### src/rtl/uart_pkg.sv
// rtl/uart_pkg.sv - shared UART constants, rx state encoding and tx state constants
package uart_pkg;

    localparam int UART_DATA_BITS = 8;

    typedef enum logic [2:0] {
        IDLE  = 3'd0,
        START = 3'd1,
        DATA  = 3'd2,
        STOP  = 3'd3,
        BREAK = 3'd4
    } rx_state_t;

    // Transmit-side state encoding, kept here so uart_tx can share it
    localparam logic [2:0] TX_IDLE  = 3'd0;
    localparam logic [2:0] TX_START = 3'd1;
    localparam logic [2:0] TX_DATA  = 3'd2;
    localparam logic [2:0] TX_STOP  = 3'd3;

    function automatic logic [15:0] half_bit(input int clks_per_bit);
        return 16'(clks_per_bit / 2);
    endfunction

endpackage

### src/rtl/uart_rx_sync.sv
// rtl/uart_rx_sync.sv - two-flop synchronizer for the rx pin, both flops reset to idle-high
module uart_rx_sync (
    input  logic clk,
    input  logic rst,
    input  logic d,
    output logic q
);

    logic meta;

    always_ff @(posedge clk) begin
        if (!rst) begin
            meta <= 1'b1;
            q    <= 1'b1;
        end else begin
            meta <= d;
            q    <= meta;
        end
    end

endmodule

### src/rtl/uart_rx.sv
// rtl/uart_rx.sv - 8N1 UART receiver; define UART_RX_SYNC_EN to synchronize an async Rx pin
module uart_rx
    import uart_pkg::*;
#(
    parameter int CLKS_PER_BIT = 1
) (
    input  logic       clk,
    input  logic       rst,
    input  logic       Rx,
    output logic [7:0] data,
    output logic       data_valid,
    output logic       frame_err,
    output logic       busy,
    output logic [7:0] debug_led
);

    localparam int          DATA_BITS = UART_DATA_BITS;
    localparam logic [15:0] HALF      = half_bit(CLKS_PER_BIT);
    localparam logic [15:0] BIT_LAST  = 16'(CLKS_PER_BIT - 1);
    localparam logic [2:0]  IDX_LAST  = 3'(DATA_BITS - 1);

    logic rx_s;

`ifdef UART_RX_SYNC_EN
    uart_rx_sync u_sync (
        .clk (clk),
        .rst (rst),
        .d   (Rx),
        .q   (rx_s)
    );
`else
    assign rx_s = Rx;
`endif

    rx_state_t             state, state_n;
    logic [15:0]           baud_cnt, baud_n;
    logic [2:0]            bit_idx, idx_n;
    logic [DATA_BITS-1:0]  shreg, shreg_n;
    logic [7:0]            data_n;
    logic                  valid_n, err_n;

    always_ff @(posedge clk) begin
        if (!rst) begin
            state      <= IDLE;
            baud_cnt   <= '0;
            bit_idx    <= '0;
            shreg      <= '0;
            data       <= '0;
            data_valid <= 1'b0;
            frame_err  <= 1'b0;
            busy       <= 1'b0;
        end else begin
            state      <= state_n;
            baud_cnt   <= baud_n;
            bit_idx    <= idx_n;
            shreg      <= shreg_n;
            data       <= data_n;
            data_valid <= valid_n;
            frame_err  <= err_n;
            busy       <= (state_n != IDLE);
        end
    end

    always_comb begin
        state_n = state;
        baud_n  = baud_cnt;
        idx_n   = bit_idx;
        shreg_n = shreg;
        data_n  = data;
        valid_n = 1'b0;
        err_n   = 1'b0;
        case (state)
            IDLE: begin
                if (!rx_s) begin
                    idx_n = '0;
                    // With one clock per bit there is no mid-bit point to wait for
                    if (HALF == 16'd0) begin
                        state_n = DATA;
                        baud_n  = '0;
                    end else begin
                        state_n = START;
                        baud_n  = 16'd1;
                    end
                end
            end
            START: begin
                if (baud_cnt == HALF) begin
                    baud_n  = '0;
                    state_n = rx_s ? IDLE : DATA;
                end else begin
                    baud_n = baud_cnt + 16'd1;
                end
            end
            DATA: begin
                if (baud_cnt == BIT_LAST) begin
                    baud_n           = '0;
                    shreg_n[bit_idx] = rx_s;
                    if (bit_idx == IDX_LAST) begin
                        state_n = STOP;
                    end else begin
                        idx_n = bit_idx + 3'd1;
                    end
                end else begin
                    baud_n = baud_cnt + 16'd1;
                end
            end
            STOP: begin
                if (baud_cnt == BIT_LAST) begin
                    baud_n = '0;
                    if (rx_s) begin
                        data_n  = shreg;
                        valid_n = 1'b1;
                        state_n = IDLE;
                    end else begin
                        err_n   = 1'b1;
                        state_n = BREAK;
                    end
                end else begin
                    baud_n = baud_cnt + 16'd1;
                end
            end
            BREAK: begin
                // A held-low line must rise before another start bit is accepted
                if (rx_s) begin
                    state_n = IDLE;
                end
            end
            default: begin
                state_n = IDLE;
                baud_n  = '0;
                idx_n   = '0;
            end
        endcase
    end

    assign debug_led = data;

endmodule

### config.mk
export PLATFORM = sky130hd
export DESIGN_NAME = uart_rx
export DESIGN_NICKNAME = d
export VERILOG_FILES = /design/src/rtl/uart_pkg.sv /design/src/rtl/uart_rx_sync.sv /design/src/rtl/uart_rx.sv
export SDC_FILE = /design/constraint.sdc
export NUM_CORES = 1
export LEC_CHECK = 0
export CAP_MARGIN = 0
export CORE_UTILIZATION = 56
export DETAILED_ROUTE_END_ITERATION = 16
export PLACE_DENSITY = 0.79
export SLEW_MARGIN = 0
export SYNTH_ARGS = -nofsm -noshare
export SYNTH_HDL_FRONTEND = slang
export SYNTH_SLANG_ARGS = --single-unit
### constraint.sdc
create_clock -name clk -period 2.5 [get_ports clk]
set_input_delay 0.375 -clock clk [delete_from_list [all_inputs] [get_ports clk]]
set_output_delay 0.375 -clock clk [all_outputs]
set_load 0.01 [all_outputs]
* Yosys cells after proc, flatten, opt, wreduce, memory -nomap -nowiden *
Cells that the tools add are included.

operators by class
  order comparisons = 2
  eq/ne operators = 8
  reduce and logical (&&, ||, !) cells = 11
  add/sub/neg operators = 2
  bitwise operators = 2
  multiplexer cells = 21

operators by type and width
  kind                     count
  $pmux W16 S3             1
  $mux W16                 2
  $mux W3                  10
  $add A16 B1 Y16 const B  1
  $logic_not A16 Y1        1
  $pmux W3 S5              1
  $pmux W3 S3              1
  $bwmux W8                1
  $eq A3 B2 Y1 const B     2
  $eq A3 B3 Y1 const B     2
  $ne A2 B2 Y1 const B     3
  $reduce_and A3 Y1        2
  $reduce_or A3 Y1         2
  $lt A3 B4 Y1 const B     1
  $reduce_and A2 Y1        2
  $reduce_and A4 Y1        1
  $add A3 B1 Y3 const B    1
  $demux W1 S3             1
  $eq A3 B1 Y1 const B     1
  $ge A3 B1 Y1 const B     1
  $logic_not A3 Y1         1
  $mux W1                  3
  $reduce_bool A3 Y1       1
  $mux W2                  1
  other kinds (2)          3

word-level totals
  bits in registers = 41
  input port bits = 3
  output and inout bits = 19

* Logic depth before layout (Yosys ltp) *
Gate-level depths: netlist of run 1.

  depth after elaboration = 5
  gate-level depth with buffers = 8
  gate-level depth less buffers = 6

* Worst setup path before layout of run 1 *
OpenSTA, ideal clock, no wires.

  path kind = reg-to-reg
  start point = reg baud_cnt[0]
  end point = reg baud_cnt[13]
  path slack = 728 ps
  data arrival time = 1,697 ps
  cell stages (with the launch flop) = 8
  setup time = 74 ps
  buffers on the path = 1
  cells stage by stage = dfxtp_1 -> inv_1 -> ha_1 -> nor4b_2 -> and4_1 -> buf_2 -> or4_1 -> a31oi_1

on the way
  longest elaborated chain between the ends = 3
  elaborated cells on any way between the ends = 4
  those cells by class = 1 x add/sub; 2 x mux; 1 x reduce/logical

RTL lines
  element                                                      line                                          text
  from (decl)                                                  uart_rx.sv:36                                 logic [15:0] baud_cnt, baud_n;
  from (signal assigned)                                       uart_rx.sv:54                                 baud_cnt <= baud_n;
  $add A16 B1 Y16 / $logic_not A16 Y1 (equally long branches)  n/a
  $mux W16 (*)                                                 uart_rx.sv:87, uart_rx.sv:95, uart_rx.sv:108
  $pmux W16 S3 (*)                                             uart_rx.sv:72                                 case (state)

Every way passes the cells marked *; elsewhere a longest branch is shown, timed or not.
A chain may end at the register's enable or synchronous reset.

* Worst setup path in the final report of run 1 *
  start point = reg baud_cnt[0]
  end point = reg data[3]

on the way
  longest elaborated chain between the ends = 2

RTL lines
  element                             line            text
  $logic_not A16 Y1                   uart_rx.sv:108  if (baud_cnt == BIT_LAST) begin
  $reduce_and A3 Y1 (no source line)  n/a
  to (signal assigned)                uart_rx.sv:57   data <= data_n;
  to (decl)                           uart_rx.sv:10   output logic [7:0] data,

No other way between the ends.

==> flow_metrics.env, run 1 <==
export IMPL_fin_cells=320
export IMPL_num_vias=1998
export IMPL_synth_edf_count=0
export IMPL_synthCells=263
export IMPL_die_h_um=64.9
export IMPL_worstMarginPinSlew_ns=0.436
export IMPL_total_power_w=0.00116
export IMPL_synth_seq_cells=41
export IMPL_core_um2=3720
export IMPL_min_period_over_period=0.854
export IMPL_async_reset_ff_frac=0
export IMPL_place_ws_ns=0.278
export IMPL_hold_violations=0
export IMPL_yosysMostFrequentCell="dfxtp_1"
export IMPL_fin_crit_ns=2.14
export IMPL_initial_core_util=0.595
export IMPL_die_area_um2=4210
export IMPL_fp_dieW_um=64.9
export IMPL_grt_pass1_wl_um=8670
export IMPL_yosys_warnings=0
export IMPL_power_density_nw_per_um2=465
export IMPL_antenna_left=0
export IMPL_leakagePower_nw=0.793
export IMPL_drtIter0Drc=174
export IMPL_numCtsBuffers=5
export IMPL_synth_area_top_cells="dfxtp_1, nand2_1, a21oi_1"
export IMPL_finalSetupTns_ns=0
export IMPL_final_nets=278
export IMPL_root_buffer="clkbuf_8"
export IMPL_path_class="flop to flop"
export IMPL_required_ns=2.72
export IMPL_setup_violations=0
export IMPL_wire_per_inst_um=15.4
export IMPL_grt_max_degree=30
export IMPL_drive_gt1_frac=0.0846
export IMPL_postCtsResizedCells=0
export IMPL_drc_errors=0
export IMPL_yosys_area_top_type_share=0.371
export IMPL_critPathMaxFanout=11
export IMPL_antenna_found_initial=0
export IMPL_postCtsHoldBufs=0
export IMPL_drv_slew=0
export IMPL_area_delta_synth_final_pct=13.0
export IMPL_grtUsageTotal=0.268
export IMPL_timing_final_ws_setup_ns=0.364
export IMPL_cp_slowest_stage_delay_ns=0.39
export IMPL_htreeDepth=2
export IMPL_post_cts_buffers=0
export IMPL_status="completed"
export IMPL_synth_ff_type="dfxtp_1"
export IMPL_irDropWorstVdd_mv=0.289
export IMPL_antenna_cells=0
export IMPL_maxSlewHeadroom=0.708
export IMPL_fin_skew_ns=0.00443
export IMPL_drt_total_wl_um=4940
export IMPL_crit_chain="inv_1 > ha_1 > nor4b_2 > nand4_2 > nor4_4 > buf_4 > mux2i_1"
export IMPL_gp_congestion=0.944
export IMPL_synth_distinct_cells=49
export IMPL_drv_cap=0
export IMPL_rows=22
export IMPL_synth_avg_cell_area_um2=8.41
export IMPL_grt_pass1_vias=1864
export IMPL_syn_cell_area_um2=2210
export IMPL_worst_path_dominant_cell_family="simple AND/OR/NAND/NOR gates"
export IMPL_path_buf_inv=2
export IMPL_via_per_inst=6.24
export IMPL_clock_sinks=41
export IMPL_synth_area_leader_cell="dfxtp_1"
export IMPL_portBuffers=21
export IMPL_rsz0062_at_grt="false"
export IMPL_io_pins=22
export IMPL_synth_fp_nets=270
export IMPL_yosysSeqAreaShare=0.371
export IMPL_crit_slowest_cell="nand4_2"
export IMPL_post_dp_hpwl_um=3470
export IMPL_insertion_delay_ns=0.30
export IMPL_fmax_mhz=468
export IMPL_synthTopCellsByCount="dfxtp_1, nand2_1, a21oi_1, clkbuf_1, a31oi_1"
export IMPL_clk_pin_slew_worst_paths_ns=0.08
export IMPL_fill_cells=316
export IMPL_hp_class="flop to flop"
export IMPL_cts_tree="built"
export IMPL_cts_buffer_depth=2
export IMPL_end_kind="flop"
export IMPL_grt_overflow=0
export IMPL_arrival_ns=2.35
export IMPL_dpl_cell_count=312
export IMPL_first_pass_iters=4
export IMPL_worstSetupStartpointType="flop"
-- worst register-to-register path, cell delays in order, from the launching register on --
cell	delay, ns
dfxtp_1	0.35
inv_1	0.08
ha_1	0.16
nor4b_2	0.29
nand4_2	0.39
nor4_4	0.32
buf_4	0.24
mux2i_1	0.23
-- logic make-up after synthesis --
| family | synth area share |
|---|---|
| and+or+nand+nor | 0.294 |
| AOI/OAI and AO/OA | 0.181 |
| DFF | 0.371 |
| buffers and inverters | 0.0713 |
| muxes | 0.0362 |
| xor gates and xnor gates | 0.0238 |
| adders and majority gates | 0.0226 |
-- where the power goes --
group	leakage (nW)	switching, W	total [W]	internal (W)
Clock	0.0450	0.000227	0.000421	0.000193
Sequential	0.331	0.00000478	0.000662	0.000658
Combinational	0.417	0.0000525	0.0000797	0.0000272
-- layout by cell type (no fill, tap or decap), drive strengths merged, types with 4 or more instances in the layout --
cell type / count
mux2i: 8
o41ai: 4
nand3: 10
dfxtp: 41
buf: 8
nand4b: 4
a31oi: 12
o21ai: 8
clkbuf: 6
and2: 4
clkdlybuf4s50: 21
nor4: 8
nor2: 11
nand2: 32
a32oi: 4
or4: 4
ha: 4
or3: 7
a21oi: 16
inv: 4
nand4: 10
nor3: 8
-- worst paths after layout --
check | start | endpoint | slack [ns] | depth (start not counted)
max | baud_cnt[0] | data[3] | 0.36 | 7
min | shreg[0] | data[0] | 0.46 | 2
max reg2reg | baud_cnt[0] | data[3] | 0.36 | 7
min reg2reg | shreg[0] | data[0] | 0.46 | 2
-- layer usage --
metal / share of wire / up-vias / GRT usage
met5: 0 / - / 0
met4: 0.012 / 0 / 0.0944
met3: 0.064 / 7 / 0.0704
met2: 0.44 / 65 / 0.392
met1: 0.49 / 940 / 0.375
li1: - / 986 / -
-- final cells by class --
cell class / count / area, µm² / share of cell area
multi-input cells: 189 / 1230 / 0.494
flip-flops and latches: 41 / 821 / 0.328
repair buffers: 29 / 283 / 0.113
clock buffers: 6 / 72.6 / 0.0290
well taps: 48 / 60.1 / 0.0240
inverters: 5 / 18.8 / 0.00751
clock inverters: 2 / 10.0 / 0.00401
-- through the flow --
step	instance area (µm²)	hold WS, ns	utilization
floorplan	2210	0.437	-
global placement	2420	0.445	0.650
detailed placement	2420	0.457	0.650
CTS	2500	0.466	0.672
global route	2500	0.492	0.672
finish	2500	0.462	0.672
-- state kept, by name (all words and copies together) (netlist names) --
| signal | cells |
|---|---|
| data_valid | 1 |
| frame_err | 1 |
| state | 3 |
| shreg | 8 |
| baud_cnt | 16 |
| bit_idx | 3 |
| busy | 1 |
| data | 8 |
(Power assumes the default switching activity.)
==> run 2: changes to the inputs <==
--- a/config.mk
+++ b/config.mk
@@ -7,6 +7,7 @@
 export LEC_CHECK = 0
 export CAP_MARGIN = 0
 export CORE_UTILIZATION = 56
+export CTS_CLUSTER_DIAMETER = 80
 export DETAILED_ROUTE_END_ITERATION = 16
 export PLACE_DENSITY = 0.79
 export SLEW_MARGIN = 0
==> results of run 2 <==
No change in the layout: final DEF, timing and power equal those of run 1.
